<file path="src/rtl/stoch_add_if.sv">
// Bus between the stochastic-adder sequencer (slave) and its run controller,
// external adder and result consumer (master).
interface stoch_add_if #(
  parameter int CNT_W = 8
);
  logic             start;
  logic [7:0]       a_val;
  logic [7:0]       b_val;
  logic             busy;
  logic             a;
  logic             b;
  logic             rand_bit;
  logic             y;
  logic [CNT_W-1:0] ones_count;
  logic             result_valid;
  logic             result_ready;
  logic             mismatch;
  logic [CNT_W-1:0] mismatch_count;

  modport slave (
    input  start, a_val, b_val, y, result_ready,
    output busy, a, b, rand_bit, ones_count, result_valid, mismatch, mismatch_count
  );

  modport master (
    output start, a_val, b_val, y, result_ready,
    input  busy, a, b, rand_bit, ones_count, result_valid, mismatch, mismatch_count
  );
endinterface

</file>
<file path="src/rtl/stoch_add_sequencer.sv">
// Drives an external stochastic mux-adder with LFSR-generated bitstreams and counts its 1s.
// Optional adder self-check enabled by defining STOCH_ADDER_CHECK_EN.
module stoch_add_sequencer #(
  parameter int unsigned BIT_LENGTH = 128,
  parameter logic [7:0]  SEED_A     = 8'hA5,
  parameter logic [7:0]  SEED_B     = 8'h3C,
  parameter logic [7:0]  SEED_S     = 8'h5A
) (
  input  logic        clk,
  input  logic        rst,
  stoch_add_if.slave  bus
);
  localparam int CNT_W = $clog2(BIT_LENGTH + 1);
  localparam logic [CNT_W-1:0] LAST_BIT = CNT_W'(BIT_LENGTH - 1);
  localparam logic [CNT_W-1:0] MAX_CNT  = CNT_W'(BIT_LENGTH);

  typedef enum logic [1:0] {IDLE, RUN, DONE} state_t;

  state_t           state, state_next;
  logic [CNT_W-1:0] bit_cnt;
  logic [CNT_W-1:0] ones_q;
  logic [7:0]       lfsr_a, lfsr_b, lfsr_s;
  logic [7:0]       a_cap, b_cap;
  logic             start_run;

  // x^8 + x^6 + x^5 + x^4 + 1, shifting toward the MSB.
  function automatic logic [7:0] lfsr_step(input logic [7:0] v);
    return {v[6:0], v[7] ^ v[5] ^ v[4] ^ v[3]};
  endfunction

  assign start_run = (state == IDLE) && bus.start;

  // NOTE: sequential state uses non-blocking assignments so every register samples pre-edge values.
  always_ff @(posedge clk) begin
    if (rst) state <= IDLE;
    else     state <= state_next;
  end

  // NOTE: next state defaults to the current state first, so no path can infer a latch.
  always_comb begin
    state_next = state;
    case (state)
      IDLE:    if (bus.start)             state_next = RUN;
      RUN:     if (bit_cnt == LAST_BIT)   state_next = DONE;
      DONE:    if (bus.result_ready)      state_next = IDLE;
      default:                            state_next = IDLE;
    endcase
  end

  always_ff @(posedge clk) begin
    if (rst) begin
      lfsr_a  <= SEED_A;
      lfsr_b  <= SEED_B;
      lfsr_s  <= SEED_S;
      a_cap   <= '0;
      b_cap   <= '0;
      bit_cnt <= '0;
      ones_q  <= '0;
    end else if (start_run) begin
      lfsr_a  <= SEED_A;
      lfsr_b  <= SEED_B;
      lfsr_s  <= SEED_S;
      a_cap   <= bus.a_val;
      b_cap   <= bus.b_val;
      bit_cnt <= '0;
      ones_q  <= '0;
    end else if (state == RUN) begin
      // LFSRs advance only after this cycle's bits have been presented to the adder.
      lfsr_a  <= lfsr_step(lfsr_a);
      lfsr_b  <= lfsr_step(lfsr_b);
      lfsr_s  <= lfsr_step(lfsr_s);
      bit_cnt <= bit_cnt + CNT_W'(1);
      if (bus.y && ones_q != MAX_CNT) ones_q <= ones_q + CNT_W'(1);
    end
  end

  assign bus.busy         = (state != IDLE);
  assign bus.result_valid = (state == DONE);
  assign bus.a            = (state == RUN) && (lfsr_a < a_cap);
  assign bus.b            = (state == RUN) && (lfsr_b < b_cap);
  assign bus.rand_bit     = (state == RUN) && (lfsr_s < 8'd128);
  assign bus.ones_count   = ones_q;

`ifdef STOCH_ADDER_CHECK_EN
  logic             mismatch_q;
  logic [CNT_W-1:0] mm_cnt_q;
  logic             expected_y;

  assign expected_y = bus.rand_bit ? bus.b : bus.a;

  always_ff @(posedge clk) begin
    if (rst || start_run) begin
      mismatch_q <= 1'b0;
      mm_cnt_q   <= '0;
    end else if (state == RUN && bus.y != expected_y) begin
      mismatch_q <= 1'b1;
      if (mm_cnt_q != MAX_CNT) mm_cnt_q <= mm_cnt_q + CNT_W'(1);
    end
  end

  assign bus.mismatch       = mismatch_q;
  assign bus.mismatch_count = mm_cnt_q;
`else
  assign bus.mismatch       = 1'b0;
  assign bus.mismatch_count = '0;
`endif
endmodule

</file>
<file path="src/flat_wrapper.sv">
// flat-port wrapper written by rule: the top's interface ports become plain ports
module stoch_add_sequencer_flat 
#(
  parameter int unsigned BIT_LENGTH = 128,
  parameter logic [7:0]  SEED_A     = 8'hA5,
  parameter logic [7:0]  SEED_B     = 8'h3C,
  parameter logic [7:0]  SEED_S     = 8'h5A
)
  (clk, rst, bus_start, bus_a_val, bus_b_val, bus_y, bus_result_ready, bus_busy, bus_a, bus_b, bus_rand_bit, bus_ones_count, bus_result_valid, bus_mismatch, bus_mismatch_count);
  stoch_add_if #(.CNT_W(($clog2((128) + 1)))) bus_i ();
  input  logic clk;
  input  logic rst;
  input wire logic [$bits(bus_i.start)-1:0] bus_start;
  input wire logic [$bits(bus_i.a_val)-1:0] bus_a_val;
  input wire logic [$bits(bus_i.b_val)-1:0] bus_b_val;
  input wire logic [$bits(bus_i.y)-1:0] bus_y;
  input wire logic [$bits(bus_i.result_ready)-1:0] bus_result_ready;
  output wire logic [$bits(bus_i.busy)-1:0] bus_busy;
  output wire logic [$bits(bus_i.a)-1:0] bus_a;
  output wire logic [$bits(bus_i.b)-1:0] bus_b;
  output wire logic [$bits(bus_i.rand_bit)-1:0] bus_rand_bit;
  output wire logic [$bits(bus_i.ones_count)-1:0] bus_ones_count;
  output wire logic [$bits(bus_i.result_valid)-1:0] bus_result_valid;
  output wire logic [$bits(bus_i.mismatch)-1:0] bus_mismatch;
  output wire logic [$bits(bus_i.mismatch_count)-1:0] bus_mismatch_count;
  assign bus_i.start = bus_start;
  assign bus_i.a_val = bus_a_val;
  assign bus_i.b_val = bus_b_val;
  assign bus_i.y = bus_y;
  assign bus_i.result_ready = bus_result_ready;
  assign bus_busy = bus_i.busy;
  assign bus_a = bus_i.a;
  assign bus_b = bus_i.b;
  assign bus_rand_bit = bus_i.rand_bit;
  assign bus_ones_count = bus_i.ones_count;
  assign bus_result_valid = bus_i.result_valid;
  assign bus_mismatch = bus_i.mismatch;
  assign bus_mismatch_count = bus_i.mismatch_count;
  stoch_add_sequencer #(.BIT_LENGTH(BIT_LENGTH), .SEED_A(SEED_A), .SEED_B(SEED_B), .SEED_S(SEED_S)) u_core (.clk(clk), .rst(rst), .bus(bus_i));
endmodule
</file>
<file path="config.mk">
export PLATFORM = sky130hd
export DESIGN_NAME = stoch_add_sequencer_flat
export DESIGN_NICKNAME = d
export VERILOG_FILES = /design/src/rtl/stoch_add_if.sv /design/src/rtl/stoch_add_sequencer.sv /design/src/flat_wrapper.sv
export SDC_FILE = /design/constraint.sdc
export NUM_CORES = 1
export LEC_CHECK = 0
export CAP_MARGIN = 20
export CORE_UTILIZATION = 40
export CTS_BUF_LIST = sky130_fd_sc_hd__clkbuf_8
export DETAILED_ROUTE_END_ITERATION = 7
export GPL_ROUTABILITY_DRIVEN = 0
export MAX_ROUTING_LAYER = met4
export PLACE_DENSITY_LB_ADDON = 0.25
export SLEW_MARGIN = 20
export SYNTH_ARGS = -nofsm -noshare
export SYNTH_HDL_FRONTEND = slang
export SYNTH_SLANG_ARGS = --single-unit
</file>
<file path="constraint.sdc">
create_clock -name clk -period 1.85 [get_ports clk]
set_input_delay 0.185 -clock clk [delete_from_list [all_inputs] [get_ports clk]]
set_output_delay 0.185 -clock clk [all_outputs]
set_load 0.005 [all_outputs]
</file>
Word-level counts from Yosys, hierarchy flattened
Cells that the tools add are included.
{ "classes": {"n_addsub": 2, "n_lt_le_gt_ge": 3, "n_eq_ne": 7, "n_mux": 4, "n_bitwise": 9, "reduce_logical": 10} }
{ "op_table": {"columns": ["cell", "count"], "rows": [
  ["adder 8 x 1 -> 8 bit (second input constant)", 2],
  ["< comparator 8 bit", 2],
  ["XOR 1 bit", 9],
  ["== test 8 x 7 -> 1 bit (second input constant)", 1],
  ["< comparator 8 bit (second input constant)", 1],
  ["!= test 8 bit (second input constant)", 1],
  ["two-way mux 2 bit", 3],
  ["case mux 2 bit (3 select lines)", 1],
  ["logical AND 1 bit", 5],
  ["!= test 2 bit (second input constant)", 2],
  ["AND reduction 3 bit", 1],
  ["== test 2 x 1 -> 1 bit (second input constant)", 1],
  ["== test 2 bit (second input constant)", 1],
  ["logical NOT 2 bit", 1],
  ["!= test 2 x 1 -> 1 bit (second input constant)", 1],
  ["AND reduction 2 bit", 1],
  ["nonzero test 2 bit", 1],
  ["OR reduction 2 bit", 1]
]} }
{ "totals": {"ff_bits": 58, "input_bits": 21, "out_inout_bits": 22, "word_cells": 43} }

Longest topological paths before layout
{ "depth": {"depth_word": 3, "ltp_mapped": 5} }

Worst setup path after synthesis
No wires, ideal clock.
{ "synth_timing": {"kind": "reg2out", "start": "register u_core.b_cap[6]", "end": "output bus_b", "arrival_ns": 1.375, "required_time_ns": 1.665, "setup_slack_ns": 0.290, "path_stages_with_launch": 6, "cell_sequence": "dfxtp_1 -> inv_1 -> ha_1 -> a21o_1 -> a2111oi_0 -> o31a_1"} }
{ "synth_via": {"elab_chain_cells": 2} }
{ "synth_rtl": {"columns": ["item", "line", "text"], "rows": [
  ["from (decl)", "stoch_add_sequencer.sv:23", "logic [7:0] a_cap, b_cap;"],
  ["from (signal assigned)", "stoch_add_sequencer.sv:64", "b_cap <= bus.b_val;"],
  ["< comparator 8 bit", "stoch_add_sequencer.sv:80", "assign bus.b = (state == RUN) && (lfsr_b < b_cap);"],
  ["logical AND 1 bit", "stoch_add_sequencer.sv:80", null],
  ["to (decl)", "flat_wrapper.sv:20", "output wire logic [$bits(bus_i.b)-1:0] bus_b;"]
]} }
Every way passes these cells.

Worst setup path in the final report
{ "layout_timing": {"start": "register u_core.b_cap[5]", "end": "output bus_b"} }
Same word-level chain as after synthesis.

==> flow_summary.toml <==
[floorplanning]
fp.dieW_um = 85.30
die_y_um = 85.30
row_count = 29
io_pins = 43
start_util = 0.4249
die-area_mm2 = 0.007275
core_area_mm2 = 0.006531

[critical_path]
cp-start-kind = "flop"
slowest_stage = "dfxtp_2"
max_stage_delay_ns = 0.33
crit_type = "reg2out"
end_kind = "primary output"
arrival_ns = 1.70
worstPathRequired_ns = 1.66
crit_path_max_fanout = 2
cp_cell_sequence = "inv_2 > ha_4 > and4_1 > a2111oi_2 > o31a_1 > buf_2"

[timing]
max_freq_mhz = 530.7
period_needed_ns = 1.884
timing.hold.ws_ns = 0.3882
worstMarginPinSlew_ns = 0.8097
setup_violations = 1
rsz0062_at_grt = "true"
final.setup.tns_ns = -0.03426
setup_ws_ns = -0.03426
final-hold-violation-count = 0
fin_crit_sh = 1.019
maxSlewViolCount = 0
fin_skew_ns = 0.009275
max_slew_margin = 0.4582

[power_and_ir_drop]
p_per_area_mw_per_mm2 = 824.8
vdd_drop_max_uv = 397.8
p_leak_nw = 1.333

[global_routing]
grt_remaining_overflow = 0
grt_usage = 0.1753
antenna_found_initial = 0
first_global_vias = 2186
grt_util_met3 = 0.06420
grt_pass1_wl_mm = 9.763
use_met2 = 0.2837
busiest_layer = "met2"
grt_use_met1 = 0.1975
grt_max_degree = 34

[clock_network]
root_buffer = "clkbuf_8"
h-tree-depth = 3
clock-sinks = 58
cts_buffer_depth = 2
worstSkewPairLatency_ns = 0.33
post_cts_buffers = 0
clk_pin_slew_ns = 0.06
cts_inserted_buffers = 9
cts_tree = "built"

[status]
violations = "setup timing"
status = "finished, violations left"

[finish]
area_growth_pct = 29.62
final_layout_size_suffix_gt1_frac = 0.1802
multiInputGateArea_mm2 = 0.001560
nNetsFinal = 428
antennaDiodeCount = 0
fillers = 635
seq_area_mm2 = 0.001175
final_util = 0.5508

[route]
dr_total_vias = 2430
drc = 0
drtIter0Drc = 91
viasPerCell = 5.159
wl_mm = 5.801
drt_pass1_iterations = 6
wire_per_inst_um = 12.32
drtAntennaViolNets = 0

[flow_run]
drv_cap = 0

[logic_synthesis]
seq_area_frac_synth = 0.4184
yosysWarnings = 0
synth_cells = 343
synthTopCellsByCount = "83 x nand2_1, 58 x dfxtp_1, 39 x a21oi_1"
async_flop_share = 0
synth_top_cell_area_share = 0.4184
ys_seq_elements = 58
synthFlopType = "dfxtp_1"
synth.distinct_cells = 42
synth_area_mm2 = 0.002775
synth-edff-count = 0
synth_top_area_cell = "dfxtp_1"
synth_area_leaders = "dfxtp_1 42%, nand2_1 11%, ha_1 7.7%, a21oi_1 7.0%, xnor2_1 3.2%"
yosysMostFrequentCell = "nand2_1"
syn_area_per_cell_um2 = 8.091

[place]
numPortBuffers = 33
dp_hpwl_mm = 3.868

[min_path]
hp-class = "in2reg"
==> worst max-delay path: cells and delay by family, from the launching register on <==
kind                       cells  cell delay [ns]
AOI/OAI and AO/OA              2             0.49
DFF                            1             0.33
adders and majority gates      1             0.21
and+or+nand+nor                1             0.20
buffers and inverters          2             0.15
==> through the flow <==
stage | total power, W | area [um2] | instances | worst slack (ns)
after floorplan | 0.001621 | 2805 | 351 | 0.2905
final | 0.002967 | 3597 | 471 | -0.03426
after global routing | 0.003138 | 3597 | 471 | -0.1228
after global placement | 0.001746 | 3252 | 456 | -0.2359
after detailed placement | 0.001755 | 3252 | 456 | -0.3046
after CTS | 0.002972 | 3507 | 471 | -0.2510
==> path summary, 6_finish.rpt <==
path / slack, ns / depth (start not counted) / from / to
max: -0.03 / 6 / u_core.b_cap[5] / bus_b
min: 0.39 / 3 / bus_b_val[7] / u_core.b_cap[7]
max reg2reg: 0.21 / 4 / u_core.state[1] / u_core.bus.ones_count[0]
min reg2reg: 0.45 / 2 / u_core.a_cap[7] / u_core.a_cap[7]
==> placed cells by master, fill, tap and decap left out, types with 3 or more instances in the layout <==
master,instances
nor2_1,11
o31ai_1,9
nand3_1,17
a21oi_2,4
nand4_1,3
dfxtp_2,8
clkdlybuf4s50_1,31
clkbuf_8,12
or4_1,6
xnor2_1,10
o21ai_0,4
buf_4,20
inv_1,17
conb_1,9
nor3_1,3
ha_4,6
inv_2,3
dfxtp_1,49
ha_1,10
nand2_1,83
a21oi_1,37
==> repair_timing <==
item	CTS	global route
resized for setup	15	25
pin swaps	2	10
hold buffers	0	0
endpoints found under the setup margin	3	4
==> where the power goes <==
part | internal (W) | total [W] | switching, W
logic | 0.000208 | 0.000427 | 0.000219
clock network | 0.000718 | 0.00119 | 0.000473
registers | 0.00131 | 0.00135 | 0.0000410
==> layer usage <==
metal  share of wire  up-vias  wire [um]
li1                -     1254          -
met1            0.46     1113       2672
met2            0.49       58       2825
met3           0.045        5        260
met4          0.0071        0         41
met5               0        -          0
==> logic make-up after synthesis <==
family,share of synthesized area
other,0.001351
AND/OR/NAND/NOR,0.2376
flip-flops,0.4184
multiplexers,0.007664
buffers and inverters,0.07800
XOR/XNOR,0.03787
adder cells (fa/ha/maj),0.07664
AO/OA/AOI/OAI,0.1425
==> flip-flops by register name (all words and copies together) (netlist names) <==
| signal | cells |
|---|---|
| u_core.a_cap | 8 |
| u_core.b_cap | 8 |
| u_core.bit_cnt | 8 |
| u_core.bus.ones_count | 8 |
| u_core.lfsr_a | 8 |
| u_core.lfsr_b | 8 |
| u_core.lfsr_s | 8 |
| u_core.state | 2 |
==> layout make-up <==
type	count	area share
repair buffers	54	0.1363
clock inverters	3	0.01078
well taps	77	0.02678
flip-flops and latches	58	0.3266
clock buffers	12	0.04591
multi-input cells	248	0.4337
inverters	19	0.01983
No activity file was read; power rests on OpenSTA's default activity.
